**config.mk**
```make
export PLATFORM = sky130hd
export DESIGN_NAME = vec_mem_sequencer
export DESIGN_NICKNAME = d
export VERILOG_FILES = /design/src/rtl/vec_mem_sequencer.sv
export SDC_FILE = /design/constraint.sdc
export NUM_CORES = 1
export LEC_CHECK = 0
export ABC_AREA = 1
export CORE_AREA = 2 2 240 242
export CTS_CLUSTER_DIAMETER = 50
export CTS_CLUSTER_SIZE = 30
export DETAILED_ROUTE_END_ITERATION = 8
export DIE_AREA = 0 0 242 244
export PLACE_DENSITY = 0.8
export SYNTH_ARGS = -nofsm -noshare
export SYNTH_HDL_FRONTEND = slang
export SYNTH_SLANG_ARGS = --single-unit
```
**constraint.sdc**
```tcl
create_clock -name clk -period 2.45 [get_ports clk]
set_input_delay 0.245 -clock clk [delete_from_list [all_inputs] [get_ports clk]]
set_output_delay 0.245 -clock clk [all_outputs]
set_load 0.005 [all_outputs]
```
**src/rtl/vec_mem_sequencer.sv**
```systemverilog
// vec_mem_sequencer
// Sequences one vector transfer between a register-side vector and a
// single-port RAM. A store writes LANES elements one per cycle. A load
// issues LANES read addresses and gathers the returned data into load_data.
// The RAM read latency is RD_LAT cycles.
//
// Configuration macro: VMS_STRIDE_EN
//   defined   -> element address advances by the stride latched at start
//   undefined -> stride port is ignored and the address advances by 1
//
// Ports
//   clk, rst          clock, asynchronous active-low reset
//   start, is_store   transfer request and direction (sampled together)
//   base_addr, stride address of element 0 and per-element increment
//   store_data        store vector, lane i at [i*ELEM_W +: ELEM_W]
//   rd_in / rd_out    destination tag, latched at start, valid with done
//   busy, stall, done transfer status; stall = start | busy
//   ram_addr, ram_wdata, ram_we, ram_rdata   RAM port
//   load_data         assembled load vector (same lane packing)
module vec_mem_sequencer #(
  parameter int LANES  = 16,
  parameter int ELEM_W = 16,
  parameter int ADDR_W = 19,
  parameter int RD_LAT = 1
) (
  input  logic                      clk,
  input  logic                      rst,
  input  logic                      start,
  input  logic                      is_store,
  input  logic [ADDR_W-1:0]         base_addr,
  input  logic [ADDR_W-1:0]         stride,
  input  logic [LANES*ELEM_W-1:0]   store_data,
  input  logic [4:0]                rd_in,
  output logic                      busy,
  output logic                      stall,
  output logic                      done,
  output logic [ADDR_W-1:0]         ram_addr,
  output logic [ELEM_W-1:0]         ram_wdata,
  output logic                      ram_we,
  input  logic [ELEM_W-1:0]         ram_rdata,
  output logic [LANES*ELEM_W-1:0]   load_data,
  output logic [4:0]                rd_out
);

  localparam int IDX_W = (LANES > 1) ? $clog2(LANES) : 1;
  localparam logic [IDX_W-1:0] LAST_IDX = IDX_W'(LANES - 1);
  localparam logic [ADDR_W-1:0] UNIT_INC = ADDR_W'(1'b1);
`ifdef VMS_STRIDE_EN
  localparam bit STRIDE_EN = 1'b1;
`else
  localparam bit STRIDE_EN = 1'b0;
`endif

  typedef enum logic [2:0] {
    ST_IDLE  = 3'd0,
    ST_STORE = 3'd1,
    ST_LOAD  = 3'd2,
    ST_DRAIN = 3'd3,
    ST_DONE  = 3'd4
  } state_t;

  state_t                    state_r;
  state_t                    next_state_s;
  state_t                    start_tgt_s;
  logic                      accept_s;
  logic                      last_s;
  logic                      cap_s;
  logic                      cap_last_s;
  logic                      issue_s;
  logic [IDX_W-1:0]          idx_r;
  logic [ADDR_W-1:0]         inc_r;
  logic [LANES*ELEM_W-1:0]   sdata_r;
  logic [RD_LAT-1:0]         vld_r;
  logic [IDX_W-1:0]          tag_r [RD_LAT];
  logic                      busy_r;
  logic                      done_r;
  logic [ADDR_W-1:0]         ram_addr_r;
  logic [ELEM_W-1:0]         ram_wdata_r;
  logic                      ram_we_r;
  logic [LANES*ELEM_W-1:0]   load_data_r;
  logic [4:0]                rd_out_r;

  // A new request is only taken when no transfer is in flight.
  assign accept_s    = start && ((state_r == ST_IDLE) || (state_r == ST_DONE));
  assign start_tgt_s = is_store ? ST_STORE : ST_LOAD;
  assign last_s      = (idx_r == LAST_IDX);
  // The oldest shift-register stage lines up with data now on ram_rdata.
  assign cap_s       = vld_r[RD_LAT-1];
  assign cap_last_s  = cap_s && (tag_r[RD_LAT-1] == LAST_IDX);
  assign issue_s     = (state_r == ST_LOAD);

  assign busy      = busy_r;
  assign done      = done_r;
  assign stall     = start | busy_r;
  assign ram_addr  = ram_addr_r;
  assign ram_wdata = ram_wdata_r;
  assign ram_we    = ram_we_r;
  assign load_data = load_data_r;
  assign rd_out    = rd_out_r;

  // Next-state decode for the transfer FSM.
  always_comb begin
    next_state_s = state_r;
    case (state_r)
      ST_IDLE: begin
        if (accept_s) next_state_s = start_tgt_s;
        else          next_state_s = ST_IDLE;
      end
      ST_STORE: begin
        if (last_s) next_state_s = ST_DONE;
        else        next_state_s = ST_STORE;
      end
      ST_LOAD: begin
        if (last_s) next_state_s = ST_DRAIN;
        else        next_state_s = ST_LOAD;
      end
      ST_DRAIN: begin
        if (cap_last_s) next_state_s = ST_DONE;
        else            next_state_s = ST_DRAIN;
      end
      ST_DONE: begin
        if (accept_s) next_state_s = start_tgt_s;
        else          next_state_s = ST_IDLE;
      end
      default: next_state_s = ST_IDLE;
    endcase
  end

  // FSM state register; busy/done are registered decodes of the next state.
  always_ff @(posedge clk or negedge rst) begin
    if (!rst) begin
      state_r <= ST_IDLE;
      busy_r  <= 1'b0;
      done_r  <= 1'b0;
    end else begin
      state_r <= next_state_s;
      busy_r  <= (next_state_s == ST_STORE) || (next_state_s == ST_LOAD) ||
                 (next_state_s == ST_DRAIN);
      done_r  <= (next_state_s == ST_DONE);
    end
  end

  // Request latching and per-element address / write-data stepping.
  always_ff @(posedge clk or negedge rst) begin
    if (!rst) begin
      idx_r       <= '0;
      inc_r       <= '0;
      sdata_r     <= '0;
      ram_addr_r  <= '0;
      ram_wdata_r <= '0;
      ram_we_r    <= 1'b0;
      rd_out_r    <= 5'd0;
    end else if (accept_s) begin
      idx_r       <= '0;
      inc_r       <= STRIDE_EN ? stride : UNIT_INC;
      ram_addr_r  <= base_addr;
      ram_we_r    <= is_store;
      rd_out_r    <= rd_in;
      // The store vector is consumed lane by lane from the bottom.
      ram_wdata_r <= is_store ? store_data[ELEM_W-1:0] : '0;
      sdata_r     <= is_store ? (store_data >> ELEM_W) : '0;
    end else if ((state_r == ST_STORE) || (state_r == ST_LOAD)) begin
      if (last_s) begin
        ram_we_r <= 1'b0;
      end else begin
        idx_r       <= idx_r + 1'b1;
        ram_addr_r  <= ram_addr_r + inc_r;
        ram_wdata_r <= sdata_r[ELEM_W-1:0];
        sdata_r     <= sdata_r >> ELEM_W;
      end
    end else begin
      ram_we_r <= 1'b0;
    end
  end

  // Read tracking pipeline and load-lane capture.
  always_ff @(posedge clk or negedge rst) begin
    if (!rst) begin
      vld_r       <= '0;
      load_data_r <= '0;
      for (int i = 0; i < RD_LAT; i++) begin
        tag_r[i] <= '0;
      end
    end else begin
      for (int i = RD_LAT - 1; i > 0; i--) begin
        vld_r[i] <= vld_r[i-1];
        tag_r[i] <= tag_r[i-1];
      end
      vld_r[0] <= issue_s;
      tag_r[0] <= idx_r;
      if (cap_s) begin
        load_data_r[int'(tag_r[RD_LAT-1]) * ELEM_W +: ELEM_W] <= ram_rdata;
      end
    end
  end

endmodule
```
==> results of run 1 <==
stage by stage:
stage | hold WS (ns) | instance area [µm²] | power (µW) | instances
2_1_floorplan | -0.05059 | 25210 | 9344 | 3123
3_3_place_gp | 0.2196 | 32430 | 10160 | 4363
3_5_place_dp | 0.2190 | 32430 | 10160 | 4363
4_1_cts | 0.1101 | 34570 | 19700 | 4472
5_1_grt | 0.1679 | 34570 | 20130 | 4473
6_report | 0.1512 | 34580 | 19540 | 4474
worst max-delay path by stage:
stage	end	slack [ns]	cells after the start
after CTS	load_data[143]	0.19	11
final	load_data[143]	0.18	11
after global routing	load_data[139]	0.04	11
after detailed placement	sdata_r[10]	0.03	9
after global placement	sdata_r[10]	0.05	9
after floorplan	load_data[104]	0.21	12
layout make-up:
| class | count | area, µm² |
|---|---|---|
| clock buffers | 65 | 1519 |
| fillers | 4797 | 21590 |
| well taps | 756 | 945.9 |
| multi-input cells | 2076 | 9434 |
| inverters | 280 | 1059 |
| clock inverters | 43 | 609.3 |
| repair buffers | 700 | 7191 |
| diodes | 2 | 5.005 |
| flip-flops and latches | 552 | 13810 |
per-layer routing:
metal / GRT usage / part of all wire / vias up
met2: 0.4808 / 0.47 / 1202
met5: 0 / 0.00072 / -
met1: 0.3739 / 0.39 / 11324
met4: 0.1144 / 0.044 / 10
met3: 0.06343 / 0.089 / 205
li1: - / - / 11216
flip-flops by register name, summed over array words and instances, names as in the netlist, 3 cells and up:
register,count
rd_out,5
idx_r,4
sdata_r,240
ram_addr,19
state_r,3
tag_r,4
ram_wdata,16
load_data,256
power by group through the flow:
stage               clock network, µW  registers [µW]  logic, µW
floorplan                           0            9290       58.1
global placement                    0            9280        881
detailed placement                  0            9280        878
CTS                              9710            9110        883
global route                    10100            9100        932
finish                           9560            9110        874
critical path: cells and delay by family (launching register included):
kind | cells | cell delay [ns]
and+or+nand+nor | 6 | 0.94
buffers and inverters | 4 | 0.58
DFF | 1 | 0.41
adders and majority gates | 1 | 0.22
cell usage after synthesis:
cell type,number
nand2_1,867
dfrtp_1,552
o21ai_0,521
nand3_1,481
inv_1,269
clkbuf_1,106
buf_2,103
nor2_1,97
o21ai_1,29
inv_2,10
nand2_2,10
o211ai_1,9
nand4_1,8
nor2_4,7
ha_1,6
a21boi_0,5
buf_1,5
nor2_2,5
or2_2,5
xor2_1,5
nor3_1,4
a21oi_1,3
xnor2_1,3
nand3_2,2
nor3_2,2
o21bai_1,2
o22ai_1,2
a21oi_2,1
and3_1,1
buf_4,1
clkinv_1,1
o21a_1,1
kinds of logic after synthesis:
group,after synthesis
DFF,552
AOI/OAI and AO/OA,573
and+or+nand+nor,1489
xor gates and xnor gates,8
buffers and inverters,495
adders and majority gates,6
==> results.cfg, run 1 <==
[status]
status = finished, final reports clean

[floorplanning]
core_area_um2 = 56170
initial_utilization = 0.4489
ios = 619
die_w_um = 242
die_area_um2 = 59050
rows = 87
die_y_um = 244

[detailed_routing]
drc = 0
routed_wl_mm = 87.05
antenna_left = 0
first_pass_iters = 6
vias = 23957
post_drt_via_cell_ratio = 5.355
drtIter0Drc = 2285
post_drt_wl_per_cell_um = 19.46

[finish]
mostFrequentLayoutCell = nand2_1
drive_gt1_frac = 0.06674
nets = 3993
fin_util = 0.6156
area_growth_pct = 37.14
layout_common_cells = nand2_1, clkdlybuf4s50_1, dfrtp_1

[setup_path]
arrival_ns = 2.76
start_kind = flop
critPathKind = reg2reg
worstSetupStartpoint = tag_r[0]
reg2regPathDepth = 11
cp_data_required_time_ns = 2.95
slowest_stage = dfrtp_1
crit_path_max_fanout = 16
cp-end-kind = flop
critPathMaxStageDelay_ns = 0.41
r2r-start = tag_r[0]
regToRegEndpoint = load_data[143]
r2r_slack_ns = 0.18
crit_chain = inv_1 -> ha_1 -> inv_1 -> nor2_2 -> nor2_4 -> inv_2 -> nand2_2 -> nor2_4 -> inv_2 -> nand2_1 -> nand2_1

[logic_synthesis]
netlist_area_um2 = 25210
synth-xor-area-share = 0.002779
synth_mux_area_frac = 0
syn_nets = 3448
yosysUniqueCellTypes = 32
synth_top_family_by_area = simple AND/OR/NAND/NOR gates
synth-seq-cells = 552
ys_seq_area_frac = 0.5479
synth-simple-area-share = 0.2517
yosys.area.top_type = dfrtp_1
synth_top_area_frac = 0.5479
netlist_instances = 3123
ys_warn_count = 0
synthAdderAreaFrac = 0.002978
synth_compound_area_frac = 0.1157
synthTopCellsByArea = dfrtp_1, nand2_1, o21ai_0
postSynthAreaPerCell_um2 = 8.073

[clock_tree]
clk_latency_ns = 0.63
clock_sinks = 552
clk_pin_slew_ns = 0.07
post_cts_resized = 0
cts_tree = yes
cts-buffers-inserted = 58
cts_hold_buf = 1
clk_path_buf_depth = 3
h-tree-depth = 2
post-cts-setup-buffer-count = 0
root_buffer = clkbuf_16

[sta]
rsz0062_at_grt = false
fin_crit_ns = 2.267
hold_violations = 0
relSlewSlack = 0.5426
max_freq_ghz = 0.4412
fin_skew_ns = 0.03531
worst_slew_pin_slew_ns = 0.6789
setup_viol = 0
fin_crit_sh = 0.9252
fin_ws_ns = 0.1834
tns_ns = 0
maxSlewViolCount = 0

[power]
seqPwrFrac = 0.466
power.internal_uw = 14700
p_per_area_nw_per_um2 = 565.1
swShare = 0.2478
vdd_drop_max_mv = 0.5702
switchingPower_uw = 4843
comb_power_share = 0.045
power_leakage_uw = 0.01521
pwr-share-clk = 0.489

[global_routing]
grt.overflow.total = 0
antenna_found_initial = 7
grt_pass1_wl_mm = 134.0
grt_pass1_vias = 22884
track_usage = 0.2907
grt_max_degree = 92

[placement]
dp_hpwl_mm = 63.84
pre_cts_slack_ns = 0.02712
place.port_buffers = 599
gp_congestion = 0.9306

[hold_path]
min_path_cells = 3
hold_path.class = in2reg
hold_path.startpoint = rd_in[3]
min_to = rd_out[3]

[job]
cap_violations = 0
No activity file was read; power rests on OpenSTA's default activity.
==> inputs of run 2 (changes only) <==
--- a/config.mk
+++ b/config.mk
@@ -6,12 +6,13 @@
 export NUM_CORES = 1
 export LEC_CHECK = 0
 export ABC_AREA = 1
-export CORE_AREA = 2 2 240 242
+export CORE_AREA = 8 8 246 248
 export CTS_CLUSTER_DIAMETER = 50
 export CTS_CLUSTER_SIZE = 30
 export DETAILED_ROUTE_END_ITERATION = 8
-export DIE_AREA = 0 0 242 244
+export DIE_AREA = 0 0 254 256
 export PLACE_DENSITY = 0.8
 export SYNTH_ARGS = -nofsm -noshare
 export SYNTH_HDL_FRONTEND = slang
 export SYNTH_SLANG_ARGS = --single-unit
+export TNS_END_PERCENT = 100
==> constraint.sdc (replaced) <==
create_clock -name clk -period 2.45 [get_ports clk]
set_input_delay 0.3675 -clock clk [delete_from_list [all_inputs] [get_ports clk]]
set_output_delay 0.3675 -clock clk [all_outputs]
set_load 0.005 [all_outputs]
==> run 2 against run 1 <==
First-iteration DRC count fell by 0.35%; global-route usage fell by 2.4 points; worst hold slack improved by 0.12 ns; clock skew fell by 0.013 ns; highest routed layer unchanged; total power fell by 4.5%; largest cell class unchanged; critical path type unchanged; routed wire length rose by 2.9%; combinational power fell by 0.7%.
==> results.cfg, run 2 (synthesis gave the netlist of run 1 again) <==
[status]
status = finished, final reports clean

[job]
cap_violations = 0

[clock_tree]
root_buffer = clkbuf_16
cts-buffers-inserted = 52
h-tree-depth = 2
cts_tree = yes
post_cts_resized = 0
clk_pin_slew_ns = 0.09
clock_sinks = 552
clk_latency_ns = 0.62
clk_path_buf_depth = 3

[power]
vdd_drop_max_mv = 0.5392
p_per_area_nw_per_um2 = 542.4
power_uw = 18670
power_leakage_uw = 0.01512

[finish]
largest_reg_flops = 256
layout_common_cells = nand2_1, clkdlybuf4s50_1, dfrtp_1
drive_gt1_frac = 0.06625
n_fill_cell = 4757
area_growth_pct = 36.48
mostFrequentLayoutCell = nand2_1
nets = 3995
final_area_um2 = 34410

[setup_path]
crit_path_max_fanout = 24
critPathKind = reg2reg
cp_data_required_time_ns = 2.96
slowest_stage = dfrtp_1
start_kind = flop
cp-end-kind = flop
crit_top_cell = nand2_1
critPathMaxStageDelay_ns = 0.41
crit_chain = inv_1 -> ha_1 -> buf_4 -> nand3_1 -> nor2_4 -> nand2_2 -> nand2_1 -> nand2_1
arrival_ns = 2.84

[detailed_routing]
routed_wl_mm = 89.60
vias = 24157
drtIter0Drc = 2277
antenna_left = 0
first_pass_iters = 7
post_drt_wl_per_cell_um = 19.99
post_drt_via_cell_ratio = 5.389
drc = 0

[floorplanning]
ios = 619
die_area_um2 = 65020
die_y_um = 256
die_w_um = 254
initial_utilization = 0.4438
core_area_um2 = 56810
rows = 88

[placement]
place.port_buffers = 599
pre_cts_slack_ns = -0.09617
dp_hpwl_mm = 66.26
gp_congestion = 0.9612
dpl-instance-area_um2 = 32480

[hold_path]
hold_path.class = in2async

[global_routing]
grt_pass1_wl_mm = 136.0
grt_pass1_vias = 23563
antenna_found_initial = 12
grt.overflow.total = 0
grt_max_degree = 99
track_usage = 0.2667

[sta]
setup_viol = 0
fin_skew_ns = 0.02207
relSlewSlack = 0.2358
maxSlewViolCount = 0
fin_crit_ns = 2.335
rsz0062_at_grt = false
fin_ws_ns = 0.1152
max_freq_ghz = 0.4283
worst_slew_pin_slew_ns = 1.144
fin_crit_sh = 0.9530
hold_violations = 0
[run 2: report_power, final]
part           leakage [µW]  internal, µW  switching (µW)
combinational       0.00911           469             399
sequential          0.00511          9110               0
clock              0.000895          4470            4220
[run 2: worst paths after layout]
path | from | to | slack, ns | depth (start not counted)
max in group asynchronous | rst | sdata_r[196] | 1.30 | 3
hold reg to reg | idx_r[3] | tag_r[3] | 0.44 | 0
setup reg to reg | tag_r[0] | load_data[20] | 0.12 | 8
min in group clk | rd_in[0] | rd_out[0] | 0.28 | 3
hold / removal | rst | load_data[252] | 0.28 | 2
setup / recovery | tag_r[0] | load_data[20] | 0.12 | 8
[run 2: area by class of cell]
| type | instances | area, µm² | share of cell area |
|---|---|---|---|
| antenna | 5 | 12.51 | 0.0003636 |
| clock buffer | 57 | 1340 | 0.03894 |
| clock inverter | 40 | 506.7 | 0.01473 |
| inverter | 280 | 1059 | 0.03076 |
| multi-input combinational | 2077 | 9440 | 0.2744 |
| sequential | 552 | 13810 | 0.4014 |
| tap | 765 | 957.2 | 0.02782 |
| timing repair buffer | 707 | 7281 | 0.2116 |
[run 2: through the flow]
stage	utilization	TNS, ns	cells	hold slack, ns
finish	0.6056	0	4483	0.2760
global route	0.6056	0	4482	0.2627
CTS	0.6045	0	4471	0.2353
detailed placement	0.5717	-3.734	4372	0.3086
global placement	0.5717	-0.9555	4372	0.3076
floorplan	-	0	3123	0.07191
[run 2: repair_timing]
action,CTS,global route
cloned,1,0
pin swaps,1,2
hold buffers,1,0
endpoints found under the setup margin,32,59
setup buffers,0,7
hold endpoints to repair,36,0
[run 2: critical path, delay by kind of cell, from the launching register on]
family | cells | cell delay [ns]
flops | 1 | 0.41
fa+ha+maj | 1 | 0.34
buf+inv | 2 | 0.39
simple gates | 5 | 1.07
[run 2: metal layers]
| layer | routed length [µm] | vias to the layer above | global-route usage |
|---|---|---|---|
| met3 | 8643 | 231 | 0.06589 |
| met4 | 4146 | 14 | 0.1144 |
| met5 | 95 | - | 0 |
| met2 | 42360 | 1223 | 0.4379 |
| li1 | - | 11214 | - |
| met1 | 34360 | 11475 | 0.3321 |
